==> src/rtl/craft_pkg.sv <==
// Shared CRAFT-64 constants, tables, LFSR helpers and controller state type.
// Nibble i of any 64-bit word lives at bits [63-4i -: 4].
package craft_pkg;

   localparam int CRAFT_ROUNDS = 32;

   // Tables packed with entry 0 in the top nibble
   localparam logic [63:0] SBOX_TBL = 64'hCAD3EBF789150246;
   localparam logic [63:0] Q_TBL    = 64'hCAF5E892B374601D;
   localparam logic [63:0] PN_TBL   = 64'hFCDEA98B65471230;

   localparam logic [3:0] RC4_SEED = 4'h1;
   localparam logic [2:0] RC3_SEED = 3'h1;

   typedef enum logic [1:0] {
      ST_IDLE,
      ST_RUN,
      ST_DONE
   } craft_state_t;

   function automatic logic [3:0] nib(input logic [63:0] v, input logic [3:0] i);
      logic [63:0] s;
      s = v << {i, 2'b00};
      return s[63:60];
   endfunction

   function automatic logic [3:0] sbox(input logic [3:0] x);
      return nib(SBOX_TBL, x);
   endfunction

   // Q(T): output nibble i takes tweak nibble Q[i]
   function automatic logic [63:0] q_perm(input logic [63:0] t);
      logic [63:0] r;
      r = '0;
      for (int i = 0; i < 16; i++) begin
         r = {r[59:0], nib(t, nib(Q_TBL, 4'(i)))};
      end
      return r;
   endfunction

   function automatic logic [3:0] lfsr4_step(input logic [3:0] a);
      return {a[1] ^ a[0], a[3:1]};
   endfunction

   function automatic logic [2:0] lfsr3_step(input logic [2:0] b);
      return {b[1] ^ b[0], b[2:1]};
   endfunction

endpackage

==> src/rtl/craft_digit_round.sv <==
// One DW-bit digit of a CRAFT round: MixColumn, AddConstant, AddTweakey, S-box.
// Operands arrive already gathered per nibble lane by the caller.
module craft_digit_round
   import craft_pkg::*;
#(
   parameter int DW = 4
) (
   input  logic [DW-1:0] own,
   input  logic [DW-1:0] mix,
   input  logic [DW-1:0] rc,
   input  logic [DW-1:0] tk,
   input  logic          last,
   output logic [DW-1:0] dout
);

   for (genvar gi = 0; gi < DW / 4; gi++) begin : g_lane
      logic [3:0] t;
      assign t = own[4*gi +: 4] ^ mix[4*gi +: 4] ^ rc[4*gi +: 4] ^ tk[4*gi +: 4];
      // The final round stops after AddTweakey
      assign dout[4*gi +: 4] = last ? t : sbox(t);
   end

endmodule

==> src/rtl/craft_serial_core.sv <==
// Iterative CRAFT-64 encryption core, DW bits per cycle, 64/DW cycles per round.
// Define CRAFT_TK_OBS_EN to expose the current round tweakey on tk_obs.
module craft_serial_core
   import craft_pkg::*;
#(
   parameter int DW = 4
) (
   input  logic         clk,
   input  logic         rst_n,
   input  logic         in_valid,
   output logic         in_ready,
   input  logic [63:0]  plaintext,
   input  logic [63:0]  tweak,
   input  logic [127:0] key,
   output logic         out_valid,
   input  logic         out_ready,
   output logic [63:0]  ciphertext,
   output logic         busy,
`ifdef CRAFT_TK_OBS_EN
   output logic [63:0]  tk_obs,
`endif
   output logic [4:0]   round_idx
);

   localparam int D  = 64 / DW;
   localparam int L  = DW / 4;
   localparam int CW = (D > 1) ? $clog2(D) : 1;

   if (DW != 4 && DW != 8 && DW != 16 && DW != 64) begin : g_bad_dw
      $error("craft_serial_core: DW must be 4, 8, 16 or 64");
   end

   craft_state_t   state_reg;
   logic [63:0]    blk_reg;
   logic [63:0]    acc_reg;
   logic [63:0]    ct_reg;
   logic [63:0]    tk_reg [4];
   logic [3:0]     rc4_reg;
   logic [2:0]     rc3_reg;
   logic [CW-1:0]  digit_reg;
   logic [4:0]     round_reg;
   logic           in_ready_reg;
   logic           out_valid_reg;
   logic           busy_reg;

   logic [DW-1:0]  own_digit, mix_digit, rc_digit, tk_digit, round_digit;
   logic [63:0]    acc_next;
   logic [63:0]    tk0_init;
   logic [5:0]     acc_base;
   logic           start, wrap, last_round;

   assign start      = in_valid && in_ready_reg;
   assign wrap       = (digit_reg == CW'(D - 1));
   assign last_round = (round_reg == 5'(CRAFT_ROUNDS - 1));
   assign tk0_init   = key[127:64] ^ tweak;

   // blk_reg holds the round input untouched for the whole round; each output
   // nibble gathers its pre-permutation source, so no in-place hazards arise.
   for (genvar gi = 0; gi < L; gi++) begin : g_gather
      logic [3:0] pos, src;
      assign pos = 4'(int'(digit_reg) * L + gi);
      assign src = last_round ? pos : nib(PN_TBL, pos);
      assign own_digit[DW-4-4*gi +: 4] = nib(blk_reg, src);
      assign mix_digit[DW-4-4*gi +: 4] =
         (src[3:2] == 2'd0) ? (nib(blk_reg, src + 4'd8) ^ nib(blk_reg, src + 4'd12)) :
         (src[3:2] == 2'd1) ?  nib(blk_reg, src + 4'd8) : 4'h0;
      assign rc_digit[DW-4-4*gi +: 4] =
         (src == 4'd4) ? rc4_reg : (src == 4'd5) ? {1'b0, rc3_reg} : 4'h0;
      assign tk_digit[DW-4-4*gi +: 4] = nib(tk_reg[0], src);
   end

   craft_digit_round #(.DW(DW)) u_digit_round (
      .own  (own_digit),
      .mix  (mix_digit),
      .rc   (rc_digit),
      .tk   (tk_digit),
      .last (last_round),
      .dout (round_digit)
   );

   assign acc_base = 6'(64 - DW * (int'(digit_reg) + 1));

   always_comb begin
      acc_next = acc_reg;
      acc_next[acc_base +: DW] = round_digit;
   end

   always_ff @(posedge clk or negedge rst_n) begin
      if (!rst_n) begin
         state_reg     <= ST_IDLE;
         blk_reg       <= '0;
         acc_reg       <= '0;
         ct_reg        <= '0;
         for (int i = 0; i < 4; i++) tk_reg[i] <= '0;
         rc4_reg       <= '0;
         rc3_reg       <= '0;
         digit_reg     <= '0;
         round_reg     <= '0;
         in_ready_reg  <= 1'b1;
         out_valid_reg <= 1'b0;
         busy_reg      <= 1'b0;
      end else begin
         case (state_reg)
            ST_IDLE: begin
               if (start) begin
                  blk_reg      <= plaintext;
                  tk_reg[0]    <= tk0_init;
                  tk_reg[1]    <= key[63:0] ^ tweak;
                  tk_reg[2]    <= key[127:64] ^ q_perm(tweak);
                  tk_reg[3]    <= key[63:0] ^ q_perm(tweak);
                  rc4_reg      <= RC4_SEED;
                  rc3_reg      <= RC3_SEED;
                  digit_reg    <= '0;
                  round_reg    <= '0;
                  in_ready_reg <= 1'b0;
                  busy_reg     <= 1'b1;
                  state_reg    <= ST_RUN;
               end
            end
            ST_RUN: begin
               acc_reg <= acc_next;
               if (wrap) begin
                  digit_reg <= '0;
                  blk_reg   <= acc_next;
                  // Tweakey ring rotates so tk_reg[0] is always TK[round mod 4]
                  tk_reg[0] <= tk_reg[1];
                  tk_reg[1] <= tk_reg[2];
                  tk_reg[2] <= tk_reg[3];
                  tk_reg[3] <= tk_reg[0];
                  rc4_reg   <= lfsr4_step(rc4_reg);
                  rc3_reg   <= lfsr3_step(rc3_reg);
                  if (last_round) begin
                     ct_reg        <= acc_next;
                     out_valid_reg <= 1'b1;
                     busy_reg      <= 1'b0;
                     state_reg     <= ST_DONE;
                  end else begin
                     round_reg <= round_reg + 5'd1;
                  end
               end else begin
                  digit_reg <= digit_reg + CW'(1);
               end
            end
            ST_DONE: begin
               if (out_ready) begin
                  out_valid_reg <= 1'b0;
                  in_ready_reg  <= 1'b1;
                  state_reg     <= ST_IDLE;
               end
            end
            default: state_reg <= ST_IDLE;
         endcase
      end
   end

`ifdef CRAFT_TK_OBS_EN
   logic [63:0] tk_obs_reg;

   always_ff @(posedge clk or negedge rst_n) begin
      if (!rst_n) begin
         tk_obs_reg <= '0;
      end else if (start) begin
         tk_obs_reg <= tk0_init;
      end else if (state_reg == ST_RUN && wrap) begin
         tk_obs_reg <= last_round ? 64'h0 : tk_reg[1];
      end
   end

   assign tk_obs = tk_obs_reg;
`endif

   assign in_ready   = in_ready_reg;
   assign out_valid  = out_valid_reg;
   assign ciphertext = ct_reg;
   assign busy       = busy_reg;
   assign round_idx  = round_reg;

endmodule

==> config.mk <==
export PLATFORM = sky130hd
export DESIGN_NAME = craft_serial_core
export DESIGN_NICKNAME = d
export VERILOG_FILES = /design/src/rtl/craft_pkg.sv /design/src/rtl/craft_digit_round.sv /design/src/rtl/craft_serial_core.sv
export SDC_FILE = /design/constraint.sdc
export NUM_CORES = 1
export LEC_CHECK = 0
export CAP_MARGIN = 0
export CORE_ASPECT_RATIO = 1.2
export CORE_UTILIZATION = 35
export CTS_CLUSTER_DIAMETER = 120
export DETAILED_ROUTE_END_ITERATION = 12
export GPL_TIMING_DRIVEN = 1
export HOLD_SLACK_MARGIN = 0.06
export PLACE_DENSITY_LB_ADDON = 0.2
export SLEW_MARGIN = 30
export SYNTH_ARGS = -nofsm -noshare
export SYNTH_HDL_FRONTEND = slang
export SYNTH_HIERARCHICAL = 1
export SYNTH_SLANG_ARGS = --single-unit
==> constraint.sdc <==
create_clock -name clk -period 10 [get_ports clk]
set_clock_uncertainty 0.1 [all_clocks]
set_input_delay 1.5 -clock clk [delete_from_list [all_inputs] [get_ports clk]]
set_output_delay 1.5 -clock clk [all_outputs]
set_load 0.005 [all_outputs]
==> metrics <==
Via Count=20900; simple logic cell fraction of the synthesized area=14.6%; CP endpoint kind=flop; max reg flops=256; synthesized instance count=2939; Cell Area, Placed=0.0286 mm^2; drt first-iter violations=1508; Post-Syn Area=0.0251 mm^2; DRT antenna net count=0; FF-to-FF setup slack=3890 ps; largest net degree at the start of global routing=294; GP Congestion=0.917; register bit total from synthesis=469; post-CTS sizing=0; crit path from=round_idx[0]$_DFFE_PN0P_; Area growth syn-to-layout=21.3%; XOR/XNOR share of the synthesized area=10.3%; detailed-routed wire length on met3=4410 um; PD cells=303 mW/mm^2; critical path peak fanout=73; Synth cell types=56; clock network latency to the later pin of the worst-skew pair=600 ps; clock tree buffer depth=3; post-CTS setup repair buffer count=0; die height=295 um; Slew @ Worst Pin=951 ps; Pint=0.00501 W; final worst setup slack=3890 ps; core area=0.0710 mm^2; Static Leak=12.6 nW; arrival time worst endpoint=6510 ps; status=finished clean; H-tree Lvls=2; Synth area leaders=dfrtp_1 (47%), xnor2_1 (9.7%), o21ai_0 (9.5%); VDD IR max=0.584 mV; share of cells above drive strength 1=3.95%; critical-path cell list=ha_1 > and3_1 > ha_1 > nand4b_1 > nand3_4 > o2111a_1 > nor4_1 > o32ai_1 > xnor2_1 > xnor2_1 > nor4_1 > nor3b_4 > nand2_1 > nor3_1 > a21oi_1 > o21ai_0; starting density of the core=35.4%; Final Critical Period=6110 ps; Clk network pwr share=20.3%; Reg area=0.0117 mm^2; CTS root buffer=clkbuf_16; net load switching power=0.00423 W; I/O pins=332; largest family of logic cells by synthesized area=compound AO/OA/AOI/OAI gates; final wirelength=85100 um; CTS sink cnt=469; pre-CTS setup slack=3940 ps; nets=3348; R2R depth=16; FILL cells=6946; Critical Path Max Stage Delay=710 ps; post-synthesis mux area share=3.92%; Critical R2R Capture=acc_reg[60]$_DFFE_PN0P_; final period utilization=61.1%; Slowest-stage cell, CP=nor3b_4; hold path cells=2; wire length on met2=44200 um; multi-input logic area=0.0122 mm^2; worst hold slack=375 ps; # diodes=0; Post-synth ARST share=100%; IO buf count=331; final setup vio count=0; Die Area=0.0728 mm^2; Hold Vio Cnt, Final=0; number of synthesized flops with an enable pin=0; WL per Instance=21.1 um; top_reg_cell synth=dfrtp_1; CTS tree=yes; drt pass-1 iters=6; Synth Warn #=6; Synth top area share=46.6%; Fin Setup TNS=0 ps; Max Used Layer=met5; Synth Area in Adders=0.498%; RSZ-0062 raised after global routing=no; wl on met1=33700 um; startpoint types=flop; type of the worst min-delay path=reg -> reg; post-route cell area=0.0304 mm^2; switching share of power=45.8%; Rows=107; post-synthesis compound-gate area fraction=19.1%; worst r2r src=round_idx[0]$_DFFE_PN0P_; DRC=0; part of the power in registers=31.6%; vias in the first global route=20300; Via density=5.18; All-Layer GR Usage=23.2%; first-pass GRT wire length=127000 um; Max Freq=0.164 GHz; Hold Path Origin=ciphertext[34]$_DFFE_PN0P_; Worst Setup EP=acc_reg[60]$_DFFE_PN0P_; average size of a mapped cell=8.54 um^2; CP Class=reg -> reg; max_cap viols=0; largest area contributor in the netlist=dfrtp_1; syn_nets=3209; initial antenna violation count=3; grt ovf=0; DP HPWL=63600 um; Required @ worst endpoint=10390 ps; hold-fix buffers at CTS=0; clock-pin slew on the worst setup and hold paths=60 ps; post-synthesis sequential area ratio=46.7%; relative slew slack=36.6%; Die Wd=247 um; CTS buffer count=51; Final Max Tran Viols=0; Comb power frac=48.1%
==> placed cells by master, fill, tap and decap left out, types with 6 or more instances in the layout <==
cell	instances
nand2_1	473
nor4_1	6
nand3_1	22
a22oi_1	63
a221oi_1	8
xor2_1	16
nor2b_1	8
o21ai_0	477
dfrtp_1	468
xnor2_1	276
a211oi_1	8
buf_4	15
clkbuf_16	51
nand3b_1	16
mux2i_1	96
clkdlybuf4s50_1	330
inv_1	6
clkbuf_8	16
ha_1	10
buf_6	6
and3_1	12
nand4_1	6
nor2_1	329
a21oi_1	276
clkbuf_1	14
o2111a_1	8
and2_1	13
clkinv_2	6
==> worst min path at each step <==
| stage | to |
|---|---|
| global route | tk_reg[132]$_DFFE_PN0P_ |
| finish | ciphertext[34]$_DFFE_PN0P_ |
| CTS | acc_reg[44]$_DFFE_PN0P_ |
| floorplan | acc_reg[3]$_DFFE_PN0P_ |
| global placement | acc_reg[46]$_DFFE_PN0P_ |
| detailed placement | acc_reg[44]$_DFFE_PN0P_ |
==> final cells by class <==
cell class | instances | area share [%]
multi-input cells | 2190 | 40.1
flip-flops and latches | 469 | 38.6
repair buffers | 359 | 12.0
clock buffers | 81 | 5.09
well taps | 926 | 3.81
clock inverters | 10 | 0.329
inverters | 7 | 0.0863
==> critical path: cells and delay by family (launching register included) <==
kind | cells | cell delay (ps)
and+or+nand+nor | 8 | 3040
AOI/OAI and AO/OA | 4 | 950
adders and majority gates | 2 | 830
xor gates and xnor gates | 2 | 650
DFF | 1 | 400
==> metal layers <==
metal  vias to the layer above  global-route usage [%]
met1                     10100                    28.0
met3                       107                    3.49
met2                       597                    42.1
met5                         -                       0
li1                      10200                       -
met4                         6                    7.42
==> cells by family after synthesis <==
kind of cell | Yosys count
AND/OR/NAND/NOR | 906
AO/OA/AOI/OAI | 882
flip-flops | 469
XOR/XNOR | 294
buffers and inverters | 280
multiplexers | 98
adder cells (fa/ha/maj) | 10
==> stage by stage <==
| stage | utilization, % | cells | total power, W |
|---|---|---|---|
| final | 42.9 | 4042 | 0.00924 |
| after global routing | 42.9 | 4042 | 0.00977 |
| after CTS | 42.7 | 4037 | 0.00926 |
| after detailed placement | 40.4 | 3946 | 0.00736 |
| after global placement | 40.3 | 3946 | 0.00719 |
| after floorplan | - | 2939 | 0.00555 |
==> cell usage after synthesis (all sizes together), types with 16 or more instances <==
cell	number
a21oi	278
a22oi	63
buf	146
clkbuf	127
dfrtp	468
mux2i	96
nand2	473
nand3	23
nand3b	16
nor2	331
o21ai	481
xnor2	278
xor2	16
==> power by group through the flow <==
stage | logic (W) | registers, W | clock network, W
final | 0.00444 | 0.00292 | 0.00188
after global routing | 0.00480 | 0.00298 | 0.00200
after CTS | 0.00441 | 0.00292 | 0.00193
after detailed placement | 0.00441 | 0.00295 | 0
after global placement | 0.00425 | 0.00294 | 0
after floorplan | 0.00286 | 0.00269 | 0
No activity file was read; power rests on OpenSTA's default activity.
